$ cat src/rtl/uart_tx_frame.sv
// UART transmit framer: one clock per bit, emits start, LSB-first data,
// optional parity and one stop bit; back-to-back frames accepted in STOP.
module uart_tx_frame #(
  parameter int DATA_WIDTH = 8
) (
  input  logic                  CLK_TX,
  input  logic                  RST_TX,
  input  logic [DATA_WIDTH-1:0] P_DATA_TX,
  input  logic                  DATA_VALID_TX,
  input  logic                  PAR_EN_TX,
  input  logic                  PAR_TYP_TX,
  output logic                  TX_OUT_TX,
  output logic                  BUSY_TX
);

  localparam int CNT_W = (DATA_WIDTH > 1) ? $clog2(DATA_WIDTH) : 1;
  localparam logic [CNT_W-1:0] LAST_BIT = CNT_W'(DATA_WIDTH - 1);

  typedef enum logic [2:0] {
    IDLE   = 3'd0,
    START  = 3'd1,
    DATA   = 3'd2,
    PARITY = 3'd3,
    STOP   = 3'd4
  } state_t;

  state_t                state_r;
  logic [DATA_WIDTH-1:0] shift_r;
  logic [CNT_W-1:0]      cnt_r;
  logic                  par_en_r;
  logic                  par_bit_r;
  logic                  tx_r;
  logic                  busy_r;

  // Parity bit that makes the data plus parity even (typ=0) or odd (typ=1).
  function automatic logic parity_of(input logic [DATA_WIDTH-1:0] d, input logic typ);
    return (^d) ^ typ;
  endfunction

  // Frame sequencer; outputs are registered alongside the state.
  always_ff @(posedge CLK_TX or negedge RST_TX) begin
    if (!RST_TX) begin
      state_r   <= IDLE;
      shift_r   <= {DATA_WIDTH{1'b0}};
      cnt_r     <= {CNT_W{1'b0}};
      par_en_r  <= 1'b0;
      par_bit_r <= 1'b0;
      tx_r      <= 1'b1;
      busy_r    <= 1'b0;
    end else begin
      case (state_r)
        IDLE, STOP: begin
          if (DATA_VALID_TX) begin
            state_r   <= START;
            shift_r   <= P_DATA_TX;
            par_en_r  <= PAR_EN_TX;
            par_bit_r <= parity_of(P_DATA_TX, PAR_TYP_TX);
            cnt_r     <= {CNT_W{1'b0}};
            tx_r      <= 1'b0;
            busy_r    <= 1'b1;
          end else begin
            state_r <= IDLE;
            tx_r    <= 1'b1;
            busy_r  <= 1'b0;
          end
        end
        START: begin
          state_r <= DATA;
          cnt_r   <= {CNT_W{1'b0}};
          tx_r    <= shift_r[0];
          shift_r <= {1'b0, shift_r[DATA_WIDTH-1:1]};
          busy_r  <= 1'b1;
        end
        DATA: begin
          busy_r <= 1'b1;
          // Counter tracks the bit currently on the line; it stops at LAST_BIT.
          if (cnt_r == LAST_BIT) begin
            if (par_en_r) begin
              state_r <= PARITY;
              tx_r    <= par_bit_r;
            end else begin
              state_r <= STOP;
              tx_r    <= 1'b1;
            end
          end else begin
            cnt_r   <= cnt_r + CNT_W'(1);
            tx_r    <= shift_r[0];
            shift_r <= {1'b0, shift_r[DATA_WIDTH-1:1]};
          end
        end
        PARITY: begin
          state_r <= STOP;
          tx_r    <= 1'b1;
          busy_r  <= 1'b1;
        end
        default: begin
          state_r <= IDLE;
          tx_r    <= 1'b1;
          busy_r  <= 1'b0;
        end
      endcase
    end
  end

  assign TX_OUT_TX = tx_r;
  assign BUSY_TX   = busy_r;

endmodule

$ cat config.mk
export PLATFORM = sky130hd
export DESIGN_NAME = uart_tx_frame
export DESIGN_NICKNAME = d
export VERILOG_FILES = /design/src/rtl/uart_tx_frame.sv
export SDC_FILE = /design/constraint.sdc
export NUM_CORES = 1
export LEC_CHECK = 0
export ABC_AREA = 0
export CAP_MARGIN = 20
export CELL_PAD_IN_SITES_DETAIL_PLACEMENT = 0
export CELL_PAD_IN_SITES_GLOBAL_PLACEMENT = 1
export CORE_MARGIN = 10
export CORE_UTILIZATION = 39
export CTS_BUF_LIST = sky130_fd_sc_hd__clkbuf_4 sky130_fd_sc_hd__clkbuf_8
export CTS_CLUSTER_SIZE = 24
export DETAILED_ROUTE_END_ITERATION = 10
export PLACE_DENSITY_LB_ADDON = 0.1
export REMOVE_ABC_BUFFERS = 1
export SLEW_MARGIN = 15
export SYNTH_ARGS = -nofsm -noshare
export SYNTH_HDL_FRONTEND = slang
export SYNTH_SLANG_ARGS = --single-unit
$ cat constraint.sdc
create_clock -name CLK_TX -period 1.9 [get_ports CLK_TX]
set_clock_uncertainty 0.15 [all_clocks]
set_input_delay 0.285 -clock CLK_TX [delete_from_list [all_inputs] [get_ports CLK_TX]]
set_output_delay 0.285 -clock CLK_TX [all_outputs]
set_load 0.01 [all_outputs]
==> impl_metrics.yaml, run 1 <==
placement:
  globalplace.congestion: 0.680
  port_buffers: 14
  place_hpwl_um: 1450
  placedInstanceArea_sq_mm: 0.00119
power_and_ir_drop:
  powerDensity_mw_per_mm2: 1530
  power_leakage_uw: 0.000561
  peakVddDrop_mv: 0.678
cells_and_area:
  nNetsFinal: 131
  drive_gt1_share_pct: 40.0
  postLayoutCoreUtil_pct: 54.0
  diodes: 0
  area.growth.synth_to_final_pct: 34.5
  finish.instance_area_sq_mm: 0.00133
  fillers: 237
setup_path:
  path_class: "reg -> reg"
  critical-path-top-delay-family: "simple AND/OR/NAND/NOR gates"
  cp_max_fo: 6
  path_buf_inv: 0
  worst_path_max_delay_cell: "or4b_4"
  critPathLaunchType: "flop"
  critical_path_required_ns: 1.93
  endpoint_kind: "flop"
  max_stage_delay_ns: 0.57
  worstPathArrival_ns: 1.95
  cp_cell_sequence: "ha_2 > ha_4 > or4b_4 > o211a_4 > nand2_2 > o21ai_1"
synthesis:
  synth_ff_type: "dfrtp_1"
  yosysMostFrequentCell: "dfrtp_1"
  synthTopCellsByArea: "dfrtp_1, mux2i_1, o21ai_2"
  synth_top_area_cell: "dfrtp_1"
  syn-instance-count: 89
  synth_seq_cells: 18
  yosysUniqueCellTypes: 29
  synth_top_area_share_pct: 43.1
  synth_common_cells: "dfrtp_1, nand2_1, o21ai_2"
  synth_edf_count: 0
  avgSynthCellArea_sq_um: 11.1
  yosysSeqAreaShare_pct: 45.8
  yosysWarningCount: 0
  syn_area_sq_um: 986
  ys_async_sr_fraction_pct: 100
global_routing:
  grt_max_degree: 19
  grt_pass1_vias: 791
  met1_usage_pct: 11.2
  grt_util_met2_pct: 14.6
  met3_usage_pct: 2.12
  top_usage_layer: "met2"
  track_usage_pct: 9.02
  antenna_found_initial: 0
  grt_overflow: 0
  grt_pass1_wl_um: 3690
drt:
  ant_nets: 0
  vias: 740
  drt-total-wl_um: 2170
  remaining_drc_errors: 0
  avgRoutedWirePerCell_um: 14.9
  dr.first_iter.drc_count: 20
  dr.pass1.iters: 4
  vias_per_cell: 5.10
cts:
  clk_latency_ns: 0.29
  cts_hold_buf: 0
  cts_root_buf: "clkbuf_4"
  cts_sinks: 18
  tritoncts: "done"
  cts.clk_slew.worst_paths_ns: 0.11
  cts_buffer_depth: 2
  numCtsBuffers: 3
  htreeDepth: 1
floorplan:
  core-area_sq_mm: 0.00245
  die_area_sq_mm: 0.00494
  row_count: 18
  fp.dieH_um: 70.3
  die_x_um: 70.3
  initial_core_util_pct: 40.2
  ios: 15
timing:
  finalHoldViolCount: 0
  fin_crit_sh_pct: 101
  slew_violations: 0
  finalCriticalPeriod_ns: 1.92
  max_freq_ghz: 0.521
  setup_viol: 7
  relSlewSlack_pct: 80.6
  setup_ws_ns: -0.0177
  worst_pin_slew_ns: 0.291
  rsz0062_at_grt: "true"
status:
  outcome: "finished, violations left"
  violations: "negative setup slack"
hold_path:
  hold_class: "in -> async"
job:
  drv_cap: 0
-- cell families (layout without fill, tap and decap cells) --
kind of cell	after synthesis	count (layout)	share of synthesized area, %
AND/OR/NAND/NOR	28	28	15.0
AO/OA/AOI/OAI	20	23	16.1
flip-flops	18	18	45.8
multiplexers	9	9	9.26
XOR/XNOR	7	7	7.61
buffers and inverters	5	28	3.68
adder cells (fa/ha/maj)	2	2	2.54
-- registers in the layout, indices dropped and copies added, names as in the netlist --
register   count
par_en_r       1
BUSY_TX        1
cnt_r          3
shift_r        8
state_r        3
par_bit_r      1
TX_OUT_TX      1
-- worst register-to-register path: cells and delay by family (launching register included) --
kind	cells	cell delay (ns)
AO/OA/AOI/OAI	2	0.27
adder cells (fa/ha/maj)	2	0.35
flip-flops	1	0.40
AND/OR/NAND/NOR	2	0.64
-- where the power goes --
part / switching (uW) / internal (uW) / total, uW / leakage (uW)
Combinational: 546 / 567 / 1110 / 0.000318
Sequential: 133 / 562 / 695 / 0.000224
Clock: 120 / 95.9 / 216 / 0.0000184
-- cell usage in the layout, fill, tap and decap left out, drive strengths merged --
cell type / count
clkbuf: 4
xor2: 2
a21oi: 2
or4b: 1
mux2i: 8
o21ai: 14
nor3: 1
or3b: 1
inv: 1
xnor3: 1
nand3: 1
o21a: 2
ha: 2
mux2: 1
nor2: 3
nand2b: 5
a32oi: 1
buf: 9
nand2: 14
dfrtp: 17
nor2b: 2
dfstp: 1
o211a: 4
xnor2: 4
clkdlybuf4s50: 14
-- timing repair --
item | in CTS | in global routing
setup buffers | 0 | 1
resized for setup | 10 | 8
cloned | 3 | 0
setup endpoints to repair | 11 | 11
pin swaps | 5 | 8
-- per-layer routing --
| metal | vias up | part of all wire [%] |
|---|---|---|
| met4 | 0 | 0.60 |
| met2 | 14 | 50 |
| met1 | 358 | 45 |
| met5 | - | 0 |
| li1 | 366 | - |
| met3 | 2 | 3.4 |
-- cell type report --
class | count | area [sq um] | area share [%]
Clock buffer | 4 | 30.0 | 2.26
Inverter | 1 | 3.75 | 0.283
Multi-Input combinational cell | 69 | 596 | 44.9
Sequential cell | 18 | 452 | 34.1
Tap cell | 30 | 37.5 | 2.83
Timing Repair Buffer | 23 | 208 | 15.7
-- path summary, 6_finish.rpt --
check	to	depth (start not counted)	from	slack (ns)
hold reg to reg	par_bit_r$_DFFE_PN0P_	2	par_bit_r$_DFFE_PN0P_	0.34
hold / removal	BUSY_TX$_DFF_PN0_	2	RST_TX	0.15
setup / recovery	cnt_r[1]$_DFFE_PN0P_	6	cnt_r[0]$_DFFE_PN0P_	-0.02
min in group CLK_TX	par_bit_r$_DFFE_PN0P_	2	par_bit_r$_DFFE_PN0P_	0.34
setup reg to reg	cnt_r[1]$_DFFE_PN0P_	6	cnt_r[0]$_DFFE_PN0P_	-0.02
max in group asynchronous	TX_OUT_TX$_DFF_PN1_	2	RST_TX	1.19
-- through the flow --
stage               setup slack, ns  instances  setup TNS (ns)  total power [uW]  hold WS, ns
finish                      -0.0177        145         -0.0413              2020        0.154
global route                -0.0823        145          -0.646              2190        0.165
CTS                         -0.0100        144         -0.0300              2000        0.160
detailed placement           -0.108        137           -1.16              1610        0.318
global placement            -0.0854        137          -0.957              1590        0.314
floorplan                   -0.0767         85          -0.819              1310       -0.161
(Power assumes the default switching activity.)
==> run 2: changes to the inputs <==
- CORE_MARGIN: 10 -> 1
- CORE_UTILIZATION: 39 -> 46
- DONT_BUFFER_PORTS: unset -> 1
- SKIP_LAST_GASP: unset -> 1
==> run 2 against run 1 <==
  * The flow finishes with violations (negative hold slack, negative setup slack)
  * Combinational power shrank 9%
  * Non-clock buffer count is 11 lower
  * Routed wire length fell by 7.5%
  * Critical endpoint is now cnt_r[0]$_DFFE_PN0P_
  * Largest cell class unchanged
==> impl_metrics.yaml, run 2 (synthesized netlist as in run 1, its figures left out) <==
status:
  outcome: "finished, violations left"
  violations: "negative hold slack, negative setup slack"
global_routing:
  grt_pass1_wl_um: 3020
  grt_pass1_vias: 665
  grt_max_degree: 19
  track_usage_pct: 20.0
  antenna_found_initial: 0
  grt_overflow: 0
setup_path:
  cp_max_fo: 6
  critical_path_required_ns: 1.94
  endpoint_kind: "flop"
  path_class: "reg -> reg"
  rr_worst_depth: 6
  worstPathArrival_ns: 1.97
  critPathLaunchType: "flop"
floorplan:
  row_count: 16
  initial_core_util_pct: 49.7
  die_area_sq_mm: 0.00233
  core-area_sq_mm: 0.00198
  die_x_um: 48.3
  fp.dieH_um: 48.3
  ios: 15
timing:
  hold_slack_ns: -0.00252
  setup_ws_ns: -0.0237
  max_freq_ghz: 0.520
  relSlewSlack_pct: 44.5
  rsz0062_at_grt: "true"
  worst_pin_slew_ns: 0.829
  fin_crit_sh_pct: 101
  slew_violations: 0
  finalCriticalPeriod_ns: 1.92
  setup_viol: 1
  fin_tns_setup_ns: -0.0237
  finalHoldViolCount: 1
cells_and_area:
  instances_no_fill: 131
  nNetsFinal: 120
  postLayoutCoreUtil_pct: 60.4
  largest_register_ffs: 8
  fillers: 164
  final_cell_mix: "dfrtp_1, nand2_1, o21ai_2"
  final_common_cell: "dfrtp_1"
  diodes: 0
  reg.largest.list: "shift_r: 8 flops, cnt_r: 3 flops, state_r: 3 flops"
  area.growth.synth_to_final_pct: 21.3
  drive_gt1_share_pct: 33.7
  top_register: "shift_r"
  finish.instance_area_sq_mm: 0.00120
job:
  drv_cap: 0
placement:
  placedInstanceArea_sq_mm: 0.00102
  place_hpwl_um: 1200
  port_buffers: 0
  globalplace.congestion: 0.719
  dp.cells: 117
drt:
  ant_nets: 0
  vias_per_cell: 5.40
  dr.first_iter.drc_count: 16
  avgRoutedWirePerCell_um: 15.3
  remaining_drc_errors: 0
  drt-total-wl_um: 2000
  dr.pass1.iters: 4
  vias: 707
cts:
  htreeDepth: 1
  cts_root_buf: "clkbuf_4"
  cts.clk_slew.worst_paths_ns: 0.10
  cts_sinks: 18
  tritoncts: "done"
  clk_latency_ns: 0.30
  numCtsBuffers: 3
  cts_buffer_depth: 2
power_and_ir_drop:
  power_leakage_uw: 0.000516
  powerDensity_mw_per_mm2: 1630
  peakVddDrop_mv: 0.690
hold_path:
  whs_path_depth: 2
  hold_class: "in -> reg"
-- run 2: changes by cell type in the layout (fill, tap and decap cells not counted), sizes merged --
| cell | before | now |
|---|---|---|
| clkdlybuf4s50 | 14 | 0 |
| dlygate4sd3 | 0 | 4 |
| buf | 9 | 8 |
-- run 2: area by class of cell --
| type | instances | area, sq um | share of cell area, % |
|---|---|---|---|
| timing repair buffer | 12 | 100 | 8.37 |
| sequential | 18 | 452 | 37.8 |
| tap | 27 | 33.8 | 2.82 |
| inverter | 1 | 3.75 | 0.314 |
| clock buffer | 4 | 36.3 | 3.03 |
| multi-input combinational | 69 | 571 | 47.7 |
-- run 2: timing repair --
item / CTS / global route
gates resized for setup: 3 / 5
hold endpoints to repair: 21 / 0
gates cloned: 3 / 0
setup endpoints to repair: 11 / 11
pin swaps: 1 / 2
buffers inserted: 0 / 3
hold buffers: 4 / 0
-- run 2: critical path, cell delays in order, from the launching register on --
cell	delay (ns)
dfrtp_1	0.40
ha_2	0.19
ha_4	0.16
or4b_4	0.57
o211a_4	0.20
nand2_1	0.07
o21ai_1	0.07
-- run 2: final timing paths --
path | start | to | slack (ns)
max | cnt_r[1]$_DFFE_PN0P_ | cnt_r[0]$_DFFE_PN0P_ | -0.02
min | DATA_VALID_TX | state_r[0]$_DFFE_PN0P_ | -0.003
max reg2reg | cnt_r[1]$_DFFE_PN0P_ | cnt_r[0]$_DFFE_PN0P_ | -0.02
min reg2reg | par_bit_r$_DFFE_PN0P_ | par_bit_r$_DFFE_PN0P_ | 0.34
max in group asynchronous | RST_TX | BUSY_TX$_DFF_PN0_ | 0.72
min in group asynchronous | RST_TX | shift_r[2]$_DFFE_PN0P_ | 0.36
-- run 2: per-stage QoR --
step           total power [uW]  hold slack, ns  setup slack [ns]
6_report                   1940        -0.00252           -0.0237
5_1_grt                    2090         0.00726           -0.0651
4_1_cts                    1860         0.00157           0.00218
3_5_place_dp               1500          -0.160            -0.108
3_3_place_gp               1480          -0.160           -0.0743
2_1_floorplan              1310          -0.161           -0.0767
-- run 2: report_power, final --
| part | leakage [uW] | internal (uW) | total [uW] | switching (uW) |
|---|---|---|---|---|
| Clock | 0.0000210 | 117 | 245 | 128 |
| Sequential | 0.000224 | 564 | 686 | 123 |
| Combinational | 0.000271 | 503 | 1010 | 511 |
-- run 2: metal layers --
| metal | GRT usage [%] | wire length [um] |
|---|---|---|
| met2 | 29.3 | 960 |
| met4 | 11.7 | 27 |
| met3 | 4.44 | 81 |
| met1 | 27.2 | 935 |
| met5 | 0 | 0 |
==> run 3: changes to the inputs <==
- ABC_AREA: 0 -> 1
- CORE_UTILIZATION: 46 -> 43
==> run 3 against run 2 <==
  * The run now ends clean
  * Count of clock-buffer cells in the layout is the same
  * Worst setup slack gained 0.15 ns
  * Highest routed layer unchanged
  * Final area shrank 2.5%
  * Sequential power is essentially flat
  * Core utilization shrank 10 points
  * Power shrank 0.46%
  * Final cell count grew 29%
  * Largest power group unchanged
==> impl_metrics.yaml, run 3 <==
timing:
  slew_violations: 0
  fin_tns_setup_ns: 0
  max_freq_ghz: 0.565
  relSlewSlack_pct: 45.9
  setup_viol: 0
  finalHoldViolCount: 0
  worst_pin_slew_ns: 0.809
  finalCriticalPeriod_ns: 1.77
  rsz0062_at_grt: "false"
  fin_crit_sh_pct: 93.1
hold_path:
  hold_class: "in -> reg"
setup_path:
  worstReg2RegEnd: "shift_r[5]$_DFFE_PN0P_"
  rr_worst_depth: 7
  critical-path-top-delay-family: "simple AND/OR/NAND/NOR gates"
  rrSetupSlack_ns: 0.13
  worstPathArrival_ns: 1.82
  path_buf_inv: 0
  critical_path_required_ns: 1.95
  setup.worst_path.start: "cnt_r[0]$_DFFE_PN0P_"
  endpoint: "shift_r[5]$_DFFE_PN0P_"
  worst_path_max_delay_cell: "dfrtp_1"
  cp_cell_sequence: "ha_1 > ha_1 > nand2_1 > nand2_4 > nor2_8 > o21a_1 > nor2_1"
  path_common_cell: "ha_1"
  endpoint_kind: "flop"
  path_class: "reg -> reg"
  r2r-start: "cnt_r[0]$_DFFE_PN0P_"
  max_stage_delay_ns: 0.41
  cp_max_fo: 16
  cp.depth: 7
  critPathLaunchType: "flop"
drt:
  vias: 854
  dr.first_iter.drc_count: 14
  dr.pass1.iters: 4
  ant_nets: 0
  avgRoutedWirePerCell_um: 12.2
  remaining_drc_errors: 0
  vias_per_cell: 5.05
  drt-total-wl_um: 2060
cells_and_area:
  largest_register_ffs: 8
  nNetsFinal: 157
  final_common_cell: "nand2_1"
  reg.largest.list: "shift_r: 8 flops, cnt_r: 3 flops, state_r: 3 flops"
  drive_gt1_share_pct: 17.7
  final_cell_mix: "nand2_1, dfrtp_1, nor2_1"
  finish.instance_area_sq_mm: 0.00117
  area.growth.synth_to_final_pct: 5.79
  top_register: "shift_r"
  diodes: 0
floorplan:
  core-area_sq_mm: 0.00232
  die_x_um: 52.6
  row_count: 17
  fp.dieH_um: 52.6
  initial_core_util_pct: 47.5
  ios: 15
  die_area_sq_mm: 0.00277
synthesis:
  yosysMostFrequentCell: "nand2_1"
  yosysSeqAreaShare_pct: 41.0
  synth_ff_type: "dfrtp_1"
  ys_async_sr_fraction_pct: 100
  synthTopCellsByArea: "dfrtp_1, nand2_1, nor2_1"
  syn_area_sq_mm: 0.00110
  synth_top_area_share_pct: 38.6
  synth_edf_count: 0
  synth_common_cells: "nand2_1, dfrtp_1, nor2_1"
  syn-instance-count: 136
  yosysWarningCount: 0
  synth_seq_cells: 18
  avgSynthCellArea_sq_um: 8.11
  yosysUniqueCellTypes: 25
  synth_top_area_cell: "dfrtp_1"
power_and_ir_drop:
  p_sw_uw: 880
  powerDensity_mw_per_mm2: 1660
  peakVddDrop_mv: 0.699
  pwr-share-comb_pct: 53.6
  seqPwrFrac_pct: 35.4
  swShare_pct: 45.4
  power_leakage_uw: 0.000593
  p_clk_share_pct: 11.0
  internal_power_uw: 1060
cts:
  numCtsBuffers: 3
  tritoncts: "done"
  postCtsSetupBuffers: 0
  cts.clk_slew.worst_paths_ns: 0.10
  cts_sinks: 18
  clk_latency_ns: 0.29
  cts_root_buf: "clkbuf_4"
  htreeDepth: 1
  cts_buffer_depth: 2
  post_cts_resized: 0
  cts_hold_buf: 3
global_routing:
  track_usage_pct: 18.9
  grt_pass1_vias: 814
  antenna_found_initial: 0
  grt_overflow: 0
  grt_pass1_wl_um: 3680
  grt_max_degree: 19
placement:
  place_hpwl_um: 1550
  placedInstanceArea_sq_mm: 0.00111
  port_buffers: 0
  globalplace.congestion: 0.789
job:
  drv_cap: 0
status:
  outcome: "finished clean"
run 3: cells by family (layout without fill, tap and decap cells):
kind of cell / Yosys count / in the layout / share of synthesized area, %
AND/OR/NAND/NOR: 73 / 73 / 32.7
buffers and inverters: 19 / 24 / 8.63
XOR/XNOR: 2 / 2 / 1.59
AO/OA/AOI/OAI: 22 / 22 / 13.8
flip-flops: 18 / 18 / 41.0
adder cells (fa/ha/maj): 2 / 2 / 2.27
run 3: final cells by class:
class                           instances  area (sq um)
Clock buffer                            4          30.0
Fill cell                             239          1150
Inverter                               17          63.8
Multi-Input combinational cell         99           556
Sequential cell                        18           452
Tap cell                               28          35.0
Timing Repair Buffer                    3          30.0
run 3: through the flow:
| step | power (uW) | util, % | setup slack, ns | hold WS, ns | instances |
|---|---|---|---|---|---|
| 2_1_floorplan | 1540 | - | 0.257 | -0.161 | 134 |
| 3_3_place_gp | 1710 | 47.7 | 0.185 | -0.160 | 162 |
| 3_5_place_dp | 1720 | 47.7 | 0.136 | -0.160 | 162 |
| 4_1_cts | 1960 | 50.3 | 0.132 | 0.0685 | 169 |
| 5_1_grt | 2130 | 50.3 | 0.0176 | 0.0749 | 169 |
| 6_report | 1940 | 50.3 | 0.130 | 0.0794 | 169 |
run 3: routing by layer:
metal,up-vias,part of all wire [%],GRT usage (%)
met5,-,0,0
met4,0,1.8,7.89
met2,21,40,28.1
met1,386,52,25.6
li1,440,-,-
met3,7,6.0,5.22
run 3: how the worst min path moves through the flow:
stage                              from  slack [ns]                     end  depth (start not counted)
after floorplan                  RST_TX       -0.16       BUSY_TX$_DFF_PN0_                          0
after global placement           RST_TX       -0.16   par_bit_r$_DFFE_PN0P_                          0
after detailed placement         RST_TX       -0.16   par_bit_r$_DFFE_PN0P_                          0
after CTS                 DATA_VALID_TX        0.07     TX_OUT_TX$_DFF_PN1_                          3
after global routing       P_DATA_TX[4]        0.07  shift_r[4]$_DFFE_PN0P_                          3
final                     DATA_VALID_TX        0.08     TX_OUT_TX$_DFF_PN1_                          3
run 3: power groups by stage:
stage                     clock, uW  combinational, uW  sequential, uW
after global placement            0               1020             690
after CTS                       228               1040             687
final                           214               1040             684
after floorplan                   0                870             671
after global routing            245               1180             706
after detailed placement          0               1030             696
run 3: worst reg2reg max path: stages, from the launching register on:
cell and delay (ns):
dfrtp_1 0.41, ha_1 0.20, ha_1 0.20, nand2_1 0.13
nand2_4 0.11, nor2_8 0.27, o21a_1 0.17, nor2_1 0.04
